## src/rtl/pes_pkg.sv

```systemverilog
// Shared types and constants for the PES parallel-in/serial-out block.
// Defining PES_PISO_PARITY_EN appends one even-parity bit to every frame.
package pes_pkg;

    localparam int unsigned WIDTH_DEF = 4;

    typedef logic [0:0] state_t;
    localparam state_t IDLE  = 1'b0;
    localparam state_t SHIFT = 1'b1;

    function automatic int unsigned frame_len(input int unsigned width);
`ifdef PES_PISO_PARITY_EN
        return width + 1;
`else
        return width;
`endif
    endfunction

endpackage

```

## src/rtl/pes_bit_cnt.sv

```systemverilog
// Wrapping frame bit counter: counts 0..LEN-1 while enabled and flags the last bit.
module pes_bit_cnt #(
    parameter int unsigned LEN = 4
) (
    input  logic clk,
    input  logic rst_n,
    input  logic en,
    output logic last
);

    localparam int unsigned CW = (LEN > 1) ? $clog2(LEN) : 1;
    localparam logic [CW-1:0] MAX = CW'(LEN - 1);

    logic [CW-1:0] cnt_q, cnt_d;

    assign last = (cnt_q == MAX);

    always_comb begin
        cnt_d = cnt_q;
        if (en) begin
            cnt_d = last ? '0 : cnt_q + CW'(1);
        end
    end

    always_ff @(posedge clk or negedge rst_n) begin
        if (!rst_n) begin
            cnt_q <= '0;
        end else begin
            cnt_q <= cnt_d;
        end
    end

endmodule

```

## src/rtl/pes_piso.sv

```systemverilog
// LSB-first parallel-in/serial-out shifter with valid/ready input and back-to-back frames.
// Optional PES_PISO_PARITY_EN appends an even-parity bit after the data bits.
module pes_piso
    import pes_pkg::*;
#(
    parameter int unsigned WIDTH = WIDTH_DEF
) (
    input  logic             clk,
    input  logic             rst_n,
    input  logic [WIDTH-1:0] in_data,
    input  logic             in_valid,
    output logic             in_ready,
    output logic             sout,
    output logic             sout_valid,
    output logic             frame_last,
    output logic             busy
);

    localparam int unsigned FRAME_LEN = frame_len(WIDTH);

    state_t               state_q, state_d;
    logic [FRAME_LEN-1:0] frame_q, frame_d;
    logic [FRAME_LEN-1:0] new_frame;
    logic                 init_q;
    logic                 cnt_last;
    logic                 xfer;

`ifdef PES_PISO_PARITY_EN
    assign new_frame = {^in_data, in_data};
`else
    assign new_frame = in_data;
`endif

    assign busy       = (state_q == SHIFT);
    assign sout_valid = busy;
    // Frame bit k always sits in frame_q[0], so sout comes straight from a flop.
    assign sout       = frame_q[0];
    assign frame_last = busy & cnt_last;
    // init_q holds off acceptance until the first clock edge after reset release.
    assign in_ready   = init_q & (~busy | cnt_last);
    assign xfer       = in_valid & in_ready;

    pes_bit_cnt #(
        .LEN(FRAME_LEN)
    ) u_bit_cnt (
        .clk  (clk),
        .rst_n(rst_n),
        .en   (busy),
        .last (cnt_last)
    );

    always_comb begin
        state_d = state_q;
        frame_d = frame_q;
        case (state_q)
            IDLE: begin
                if (xfer) begin
                    state_d = SHIFT;
                    frame_d = new_frame;
                end
            end
            SHIFT: begin
                if (cnt_last) begin
                    if (xfer) begin
                        frame_d = new_frame;
                    end else begin
                        state_d = IDLE;
                        frame_d = '0;
                    end
                end else begin
                    frame_d = frame_q >> 1;
                end
            end
            default: begin
                state_d = IDLE;
                frame_d = '0;
            end
        endcase
    end

    always_ff @(posedge clk or negedge rst_n) begin
        if (!rst_n) begin
            state_q <= IDLE;
            frame_q <= '0;
            init_q  <= 1'b0;
        end else begin
            state_q <= state_d;
            frame_q <= frame_d;
            init_q  <= 1'b1;
        end
    end

endmodule

```

## config.mk

```make
export PLATFORM = sky130hd
export DESIGN_NAME = pes_piso
export DESIGN_NICKNAME = d
export VERILOG_FILES = /design/src/rtl/pes_pkg.sv /design/src/rtl/pes_bit_cnt.sv /design/src/rtl/pes_piso.sv
export SDC_FILE = /design/constraint.sdc
export NUM_CORES = 1
export LEC_CHECK = 0
export ABC_AREA = 1
export BUFFER_PORTS_ARGS = -buffer_cell sky130_fd_sc_hd__buf_4
export CAP_MARGIN = 20
export CORE_AREA = 2 2 39 41
export CTS_BUF_LIST = sky130_fd_sc_hd__clkbuf_2 sky130_fd_sc_hd__clkbuf_4 sky130_fd_sc_hd__clkbuf_8
export CTS_CLUSTER_DIAMETER = 200
export DETAILED_ROUTE_END_ITERATION = 10
export DIE_AREA = 0 0 41 43
export GPL_ROUTABILITY_DRIVEN = 1
export GPL_TIMING_DRIVEN = 0
export HOLD_SLACK_MARGIN = 0.1
export REMOVE_ABC_BUFFERS = 1
export SLEW_MARGIN = 20
export SYNTH_ARGS = -nofsm -noshare
export SYNTH_HDL_FRONTEND = slang
export SYNTH_SLANG_ARGS = --single-unit
```

## constraint.sdc

```tcl
create_clock -name clk -period 1.1 [get_ports clk]
set_input_delay 0.165 -clock clk [delete_from_list [all_inputs] [get_ports clk]]
set_output_delay 0.165 -clock clk [all_outputs]
set_load 0.1 [all_outputs]
```

==> results of run 1 <==
timing repair:
item,CTS,global route
setup endpoints to repair,7,8
pin swaps,2,6
gates resized for setup,19,11
hold buffers,1,0
hold endpoints to repair,8,0
buffers inserted,6,3
metrics by stage:
stage               cells  hold slack (ns)  TNS [ns]
finish                 89           0.1421    -1.518
global route           89           0.1609    -1.981
CTS                    86           0.1309   -0.9504
detailed placement     76        -0.008953   -0.3729
global placement       76         -0.01004   -0.3206
floorplan              49          -0.1306    -12.77
registers in the layout (all words and copies together), names as in the netlist:
register / count
frame_q: 4
busy: 1
init_q: 1
u_bit_cnt.cnt_q: 2
critical path, delay by kind of cell (launching register included):
kind | cells | cell delay [ns]
adders and majority gates | 1 | 0.20
buffers and inverters | 3 | 0.32
DFF | 1 | 0.39
and+or+nand+nor | 1 | 0.06
layer usage:
| metal | vias to the layer above | routed length, µm | GRT usage |
|---|---|---|---|
| met5 | - | 0 | 0 |
| met4 | 0 | 0 | 0.1000 |
| met3 | 0 | 34 | 0.07853 |
| met2 | 7 | 602 | 0.1813 |
| met1 | 185 | 376 | 0.1738 |
| li1 | 199 | - | - |
cells in the mapped netlist:
| cell type | number | area [µm²] |
|---|---|---|
| nand2_1 | 12 | 45.04 |
| dfrtp_1 | 8 | 200.2 |
| inv_1 | 8 | 30.03 |
| nor2_1 | 6 | 22.52 |
| a21oi_2 | 4 | 35.03 |
| nand4_1 | 3 | 18.77 |
| clkinv_1 | 2 | 7.510 |
| a21boi_2 | 1 | 11.26 |
| buf_4 | 1 | 7.510 |
| conb_1 | 1 | 3.750 |
| ha_1 | 1 | 12.51 |
| nand2_4 | 1 | 11.26 |
| nand3_1 | 1 | 5.000 |
| o21ai_1 | 1 | 5.000 |
cell type report:
type	count	share of cell area
tap	16	0.02763
sequential	8	0.2781
clock buffer	3	0.03109
timing repair buffer	21	0.3005
inverter	10	0.05181
multi-input combinational	31	0.3109
worst max-delay path by stage:
stage	end	depth (start not counted)
floorplan	frame_q[3]$_DFFE_PN0P_	3
global placement	in_ready	4
detailed placement	in_ready	4
CTS	in_ready	4
global route	in_ready	4
finish	frame_last	5
kinds of logic after synthesis:
| logic type | after synthesis | synth area share |
|---|---|---|
| AND/OR/NAND/NOR | 23 | 0.2470 |
| buffers and inverters | 11 | 0.1085 |
| flip-flops | 8 | 0.4819 |
| AO/OA/AOI/OAI | 6 | 0.1235 |
| adder cells (fa/ha/maj) | 1 | 0.03012 |
| other | 1 | 0.009027 |
==> flow_metrics.tcl, run 1 <==
set metrics [dict create \
    multi_input_area_um2 225.2 \
    viasPerCell 4.393 \
    wl_um 1013 \
    path_cells "ha_2, buf_4, nand2_2, inv_2, buf_12" \
    ant_nets 0 \
    drv_cap 0 \
    syn_inst 50 \
    grt_usage 0.1424 \
    hold_viol_final 0 \
    ys_seq_area_frac 0.4819 \
    die_area_mm2 0.001763 \
    ys_ff_latch 8 \
    drive_above_1_share 0.5479 \
    fill_cells 130 \
    yosysWarnings 0 \
    grt_first_pass_wirelength_um 1511 \
    overflow 0 \
    syn_area_um2 415.4 \
    postLayoutCellArea_um2 724.4 \
    max_freq_mhz 714.0 \
    grt_start_max_net_pins 9 \
    row_count 14 \
    critPathRequiredTime_ns 0.94 \
    vias 391 \
    drtPass1Iterations 4 \
    final_net_count 83 \
    place_area_um2 510.5 \
    violations "negative setup slack" \
    ios 12 \
    drt-initial-drc-count 1 \
    slowest_stage "dfrtp_1" \
    dpl.hpwl_um 587.8 \
    hold_start "in_data[3]" \
    grt_setup_unrepaired "true" \
    rr_worst_depth 8 \
    setup_slack_ns -0.3005 \
    finalClockSkew_ns 0.001441 \
    crit_arrival_ns 1.24 \
    clk_pin_slew_ns 0.05 \
    slew_viol_final 0 \
    period_minus_slack_ns 1.401 \
    r2r-end "frame_q[1]$_DFFE_PN0P_" \
    antenna_found_initial 0 \
    whs_endpoint "frame_q[3]$_DFFE_PN0P_" \
    cts-buffers-inserted 3 \
    cts_tree "built" \
    drcViolationCount 0 \
    max_stage_delay_ns 0.39 \
    setup_violations 9 \
    area_growth_pct 74.40 \
    hold_path.class "primary input to flip-flop" \
    yosys.cell_types.count 14 \
    fp.dieH_um 43 \
    wire_per_inst_um 11.38 \
    finalCritPeriodShare 1.273 \
    cts_root_buf "clkbuf_4" \
    worstReg2RegStart "u_bit_cnt.cnt_q[0]$_DFFE_PN0P_" \
    startpoint "u_bit_cnt.cnt_q[0]$_DFFE_PN0P_" \
    r2r_slack_ns -0.21 \
    critPathCaptureType "output port" \
    place.gp.congestion 0.7143 \
    diodes 0 \
    layout_common_cells "buf_4 (14), nand2_1 (11), dfrtp_1 (7)" \
    syn_avg_cell_area_um2 8.308 \
    dp_slack_ns -0.1641 \
    cts_max_level 1 \
    clk_latency_ns 0.25 \
    status "finished with violations" \
    cts_sinks 8 \
    path_class "flip-flop to output port" \
    start_kind "flip-flop" \
    clock_path_buffers 2 \
    initial_utilization 0.3002 \
    register_area_um2 201.4 \
    grt_pass1_vias 343 \
    die_x_um 41 \
    coreArea_mm2 0.001384 \
    fin_util 0.5235 \
    crit_fanout 2 \
    port_buffers 11 \
    final_common_cell "buf_4" \
    hold_depth 3 \
]
Power of run 1 is left out: the tool's default activity adds up to more than one toggle a clock period on the data nets, which glitch-free logic cannot reach.
==> run 2, diff against run 1 <==
--- a/config.mk
+++ b/config.mk
@@ -20,4 +20,5 @@
 export SLEW_MARGIN = 20
 export SYNTH_ARGS = -nofsm -noshare
 export SYNTH_HDL_FRONTEND = slang
+export SYNTH_HIERARCHICAL = 1
 export SYNTH_SLANG_ARGS = --single-unit
==> run 2 against run 1 <==
Compared with the run above: the run still ends with negative setup slack left; core utilization fell by 4.0 points; critical path depth did not move; clock-buffer cell count did not move; non-clock buffer count fell by 3; via count rose by 1.0%; synthesized area fell by 3.0%; register-to-register slack improved by 0.11 ns; critical path type unchanged.
==> flow_metrics.tcl, run 2 <==
set metrics [dict create \
    final_net_count 82 \
    grt_pass1_vias 386 \
    wl_um 870 \
    synth_enable_flop_cells 0 \
    clk_pin_slew_ns 0.06 \
    drtPass1Iterations 4 \
    yosys.cell_types.count 12 \
    finalClockSkew_ns 0.006389 \
    postLayoutCellArea_um2 669.4 \
    clock_path_buffers 2 \
    port_buffers 11 \
    grt_first_pass_wirelength_um 1421 \
    crit_fanout 2 \
    yosys-top-cells-area "dfrtp_1 (50%), nand2_1 (14%), inv_1 (9.3%)" \
    hold_start "in_data[3]" \
    post-synth-top-count-cell "nand2_1" \
    drt-initial-drc-count 9 \
    drive_above_1_share 0.4306 \
    worstReg2RegStart "u_bit_cnt/cnt_q[0]$_DFFE_PN0P_" \
    largest_reg_flops 4 \
    area_growth_pct 66.15 \
    violations "negative setup slack" \
    die_x_um 41 \
    critPathRequiredTime_ns 0.94 \
    status "finished with violations" \
    max_stage_delay_ns 0.38 \
    period_minus_slack_ns 1.384 \
    initial_utilization 0.2911 \
    yosysWarnings 6 \
    viasPerCell 4.489 \
    crit_arrival_ns 1.22 \
    diodes 0 \
    synthArstFlopShare 1.000 \
    cts_max_level 1 \
    drv_cap 0 \
    vias 395 \
    cts_root_buf "clkbuf_4" \
    overflow 0 \
    max_freq_mhz 722.3 \
    hold_viol_final 0 \
    ys.flop_type "dfrtp_1" \
    row_count 14 \
    synth_largest_area_cell "dfrtp_1" \
    die_area_mm2 0.001763 \
    antenna_found_initial 0 \
    synth_top_area_share 0.4969 \
    place.gp.congestion 0.6508 \
    wire_per_inst_um 9.886 \
    netlist_top_cells_count "nand2_1 (15), inv_1 (10), dfrtp_1 (8)" \
    ys_ff_latch 8 \
    grt_start_max_net_pins 10 \
    path_class "flip-flop to output port" \
    largestRegisters "frame_q (4), u_bit_cnt/cnt_q (2)" \
    cts-buffers-inserted 3 \
    path_cells "ha_2, buf_4, nand2_2, inv_2, buf_12" \
    cts_tree "built" \
    grt_setup_unrepaired "true" \
    layout_common_cells "nand2_1 (13), buf_4 (13), inv_1 (8)" \
    fp.dieH_um 43 \
    critPathCaptureType "output port" \
    ys_seq_area_frac 0.4969 \
    syn_inst 52 \
    coreArea_mm2 0.001384 \
    slowest_stage "dfrtp_1" \
    cts_sinks 8 \
    setup_violations 9 \
    ios 12 \
    finalNonFillerCells 88 \
    setup_slack_ns -0.2844 \
    start_kind "flip-flop" \
    dp.cells 78 \
    syn_avg_cell_area_um2 7.748 \
    startpoint "u_bit_cnt/cnt_q[0]$_DFFE_PN0P_" \
    hold_path.class "primary input to flip-flop" \
    slew_viol_final 0 \
    drcViolationCount 0 \
    clk_latency_ns 0.25 \
    place_area_um2 498.0 \
    top_register "frame_q" \
    grt_usage 0.1193 \
    finalCritPeriodShare 1.259 \
    syn_area_um2 402.9 \
    ant_nets 0 \
    dpl.hpwl_um 578.3 \
    dp_slack_ns -0.1857 \
]
==> run 2: routing by layer <==
metal | track usage | part of all wire | routed length [µm]
met4 | 0.08000 | 0.0092 | 8
met5 | 0 | 0 | 0
met3 | 0.03141 | 0.046 | 40
met1 | 0.1283 | 0.41 | 359
met2 | 0.1906 | 0.53 | 462
==> run 2: stage by stage <==
step           TNS [ns]  hold WS (ns)    util
4_1_cts         -0.9570        0.1436  0.4512
3_5_place_dp    -0.6644     -0.007811  0.3599
2_1_floorplan    -13.26       -0.1306       -
6_report         -1.237        0.1512  0.4837
5_1_grt          -1.864        0.1749  0.4837
3_3_place_gp    -0.6274     -0.008142  0.3599
==> run 2: what timing repair did <==
item | in CTS | in global routing
setup endpoints to repair | 7 | 9
endpoints found under the hold margin | 8 | 0
hold buffers | 1 | 0
resized for setup | 18 | 7
pin swaps | 3 | 5
buffers inserted | 4 | 2
==> run 2: worst paths after layout <==
kind                            slack, ns                     end  cells after the start
worst max-delay path                -0.28              frame_last                      5
worst min-delay path                 0.15  frame_q[3]$_DFFE_PN0P_                      3
worst max register to register      -0.10  frame_q[0]$_DFFE_PN0P_                      7
worst min register to register       0.47  frame_q[3]$_DFFE_PN0P_                      2
max in group asynchronous            0.69          busy$_DFF_PN0_                      2
min in group asynchronous            0.26  frame_q[0]$_DFFE_PN0P_                      2
==> run 2: logic make-up after synthesis <==
kind of cell               after synthesis  synth area share
other                                    1          0.009308
AOI/OAI and AO/OA                        5           0.08695
DFF                                      8            0.4969
buffers and inverters                   11            0.1118
adders and majority gates                1           0.03105
and+or+nand+nor                         26            0.2640
==> run 2: worst max-delay path: cells and delay by family, from the launching register on <==
kind	cells	cell delay [ns]
flops	1	0.38
buf+inv	3	0.32
fa+ha+maj	1	0.20
simple gates	1	0.06
==> run 2: layout make-up <==
| cell class | instances | area, µm² |
|---|---|---|
| Multi-Input combinational cell | 33 | 200.2 |
| Fill cell | 132 | 714.4 |
| Timing Repair Buffer | 18 | 187.7 |
| Inverter | 10 | 37.54 |
| Clock buffer | 3 | 22.52 |
| Tap cell | 16 | 20.02 |
| Sequential cell | 8 | 201.4 |
Power of run 2 is left out for the same reason.
==> run 3, diff against run 2 <==
==> constraint.sdc (replaced) <==
create_clock -name clk -period 1.75 [get_ports clk]
set_input_delay 0.2625 -clock clk [delete_from_list [all_inputs] [get_ports clk]]
set_output_delay 0.2625 -clock clk [all_outputs]
set_load 0.1 [all_outputs]
==> run 3 against run 2 <==
Compared with the run above: the run now ends clean; cell count is 6.8% lower; clock-buffer cell count unchanged; die area did not move; core utilization fell by 10 points; highest routed layer unchanged.
==> flow_metrics.tcl, run 3 (synthesis gave the netlist of run 2 again) <==
set metrics [dict create \
    start_kind "flip-flop" \
    viasPerCell 4.305 \
    drv_cap 0 \
    rr_worst_depth 6 \
    hold_depth 3 \
    crit_fanout 3 \
    fin_hold_ws_ns 0.2465 \
    diodes 0 \
    status "complete, no violations" \
    critPathTopFamily "buffers and inverters" \
    crit_arrival_ns 1.38 \
    slowest_stage "dfrtp_1" \
    path_depth 4 \
    coreArea_mm2 0.001384 \
    hold_viol_final 0 \
    grt_pass1_vias 344 \
    finalClockSkew_ns 0.005577 \
    grt_setup_unrepaired "false" \
    drcViolationCount 0 \
    fp.dieH_um 43 \
    critPathCaptureType "output port" \
    row_count 14 \
    path_cells "ha_1, inv_1, a21boi_2, buf_4" \
    port_buffers 11 \
    dp.cells 78 \
    grt_first_pass_wirelength_um 1297 \
    cts_sinks 8 \
    cts_max_level 1 \
    vias 353 \
    clk_pin_slew_ns 0.06 \
    finalNonFillerCells 82 \
    final_common_cell "nand2_1" \
    post-cts-setup-buffer-count 0 \
    finalCritPeriodShare 0.9374 \
    setup_violations 0 \
    hold_path.class "primary input to flip-flop" \
    cp_num_buf_inv 2 \
    drtPass1Iterations 3 \
    antenna_found_initial 0 \
    fin_util 0.3834 \
    place.gp.congestion 0.6508 \
    layout_common_cells "nand2_1 (15), buf_4 (11), inv_1 (10)" \
    max_stage_delay_ns 0.37 \
    ios 12 \
    overflow 0 \
    largest_reg_flops 4 \
    initial_utilization 0.2911 \
    grt_usage 0.1112 \
    slew_viol_final 0 \
    clock_path_buffers 2 \
    period_minus_slack_ns 1.640 \
    cts_root_buf "clkbuf_4" \
    drt-initial-drc-count 3 \
    final_net_count 76 \
    cts_tree "built" \
    die_area_mm2 0.001763 \
    critPathRequiredTime_ns 1.49 \
    top_register "frame_q" \
    ant_nets 0 \
    cts-buffers-inserted 3 \
    largestRegisters "frame_q (4), u_bit_cnt/cnt_q (2)" \
    path_class "flip-flop to output port" \
    dpl.hpwl_um 578.3 \
    wire_per_inst_um 9.415 \
    die_x_um 41 \
    drive_above_1_share 0.2424 \
    clk_latency_ns 0.25 \
    wl_um 772 \
    area_growth_pct 31.68 \
    grt_start_max_net_pins 10 \
    max_freq_mhz 609.6 \
]
run 3: changes by cell type in the layout (fill, tap and decap cells not counted), sizes merged:
cell	previous run	this run
buf	17	11
run 3: worst min-delay path: stages:
cell     delay (ns)
buf_4          0.08
nand3_1        0.07
nand2_1        0.06
run 3: layer usage:
layer | track usage | part of all wire | vias to the layer above
met3 | 0.03141 | 0.063 | 2
met2 | 0.1625 | 0.45 | 11
li1 | - | - | 186
met1 | 0.1316 | 0.47 | 154
met5 | 0 | 0 | -
met4 | 0.08000 | 0.010 | 0
run 3: stage by stage:
stage	setup TNS (ns)	cell area, µm²	setup WS, ns
floorplan	-6.498	395.4	-0.9829
global placement	0	498.0	0.3822
detailed placement	0	498.0	0.3668
CTS	0	530.5	0.09123
global route	0	530.5	0.003201
finish	0	530.5	0.1095
run 3: path summary, 6_finish.rpt:
path                                           startpoint                             end  slack (ns)
min reg2reg                u_bit_cnt/cnt_q[1]$_DFFE_PN0P_  u_bit_cnt/cnt_q[1]$_DFFE_PN0P_        0.48
max reg2reg                u_bit_cnt/cnt_q[0]$_DFFE_PN0P_          frame_q[0]$_DFFE_PN0P_        0.48
max                        u_bit_cnt/cnt_q[0]$_DFFE_PN0P_                        in_ready        0.11
min                                            in_data[3]          frame_q[3]$_DFFE_PN0P_        0.25
max in group asynchronous                           rst_n                init_q$_DFF_PN0_        1.26
min in group asynchronous                           rst_n          frame_q[0]$_DFFE_PN0P_        0.36
run 3: cell type report:
class                   count  area, µm²
clock buffers               3      22.52
fillers                   150      853.3
inverters                  10      37.54
multi-input cells          33      157.7
flip-flops and latches      8      200.2
well taps                  16      20.02
repair buffers             12      92.59
run 3: repair_timing:
action,in CTS,in global routing
hold buffers,1,0
gates resized for setup,0,0
hold endpoints to repair,8,0
Power of run 3 is left out for the same reason.
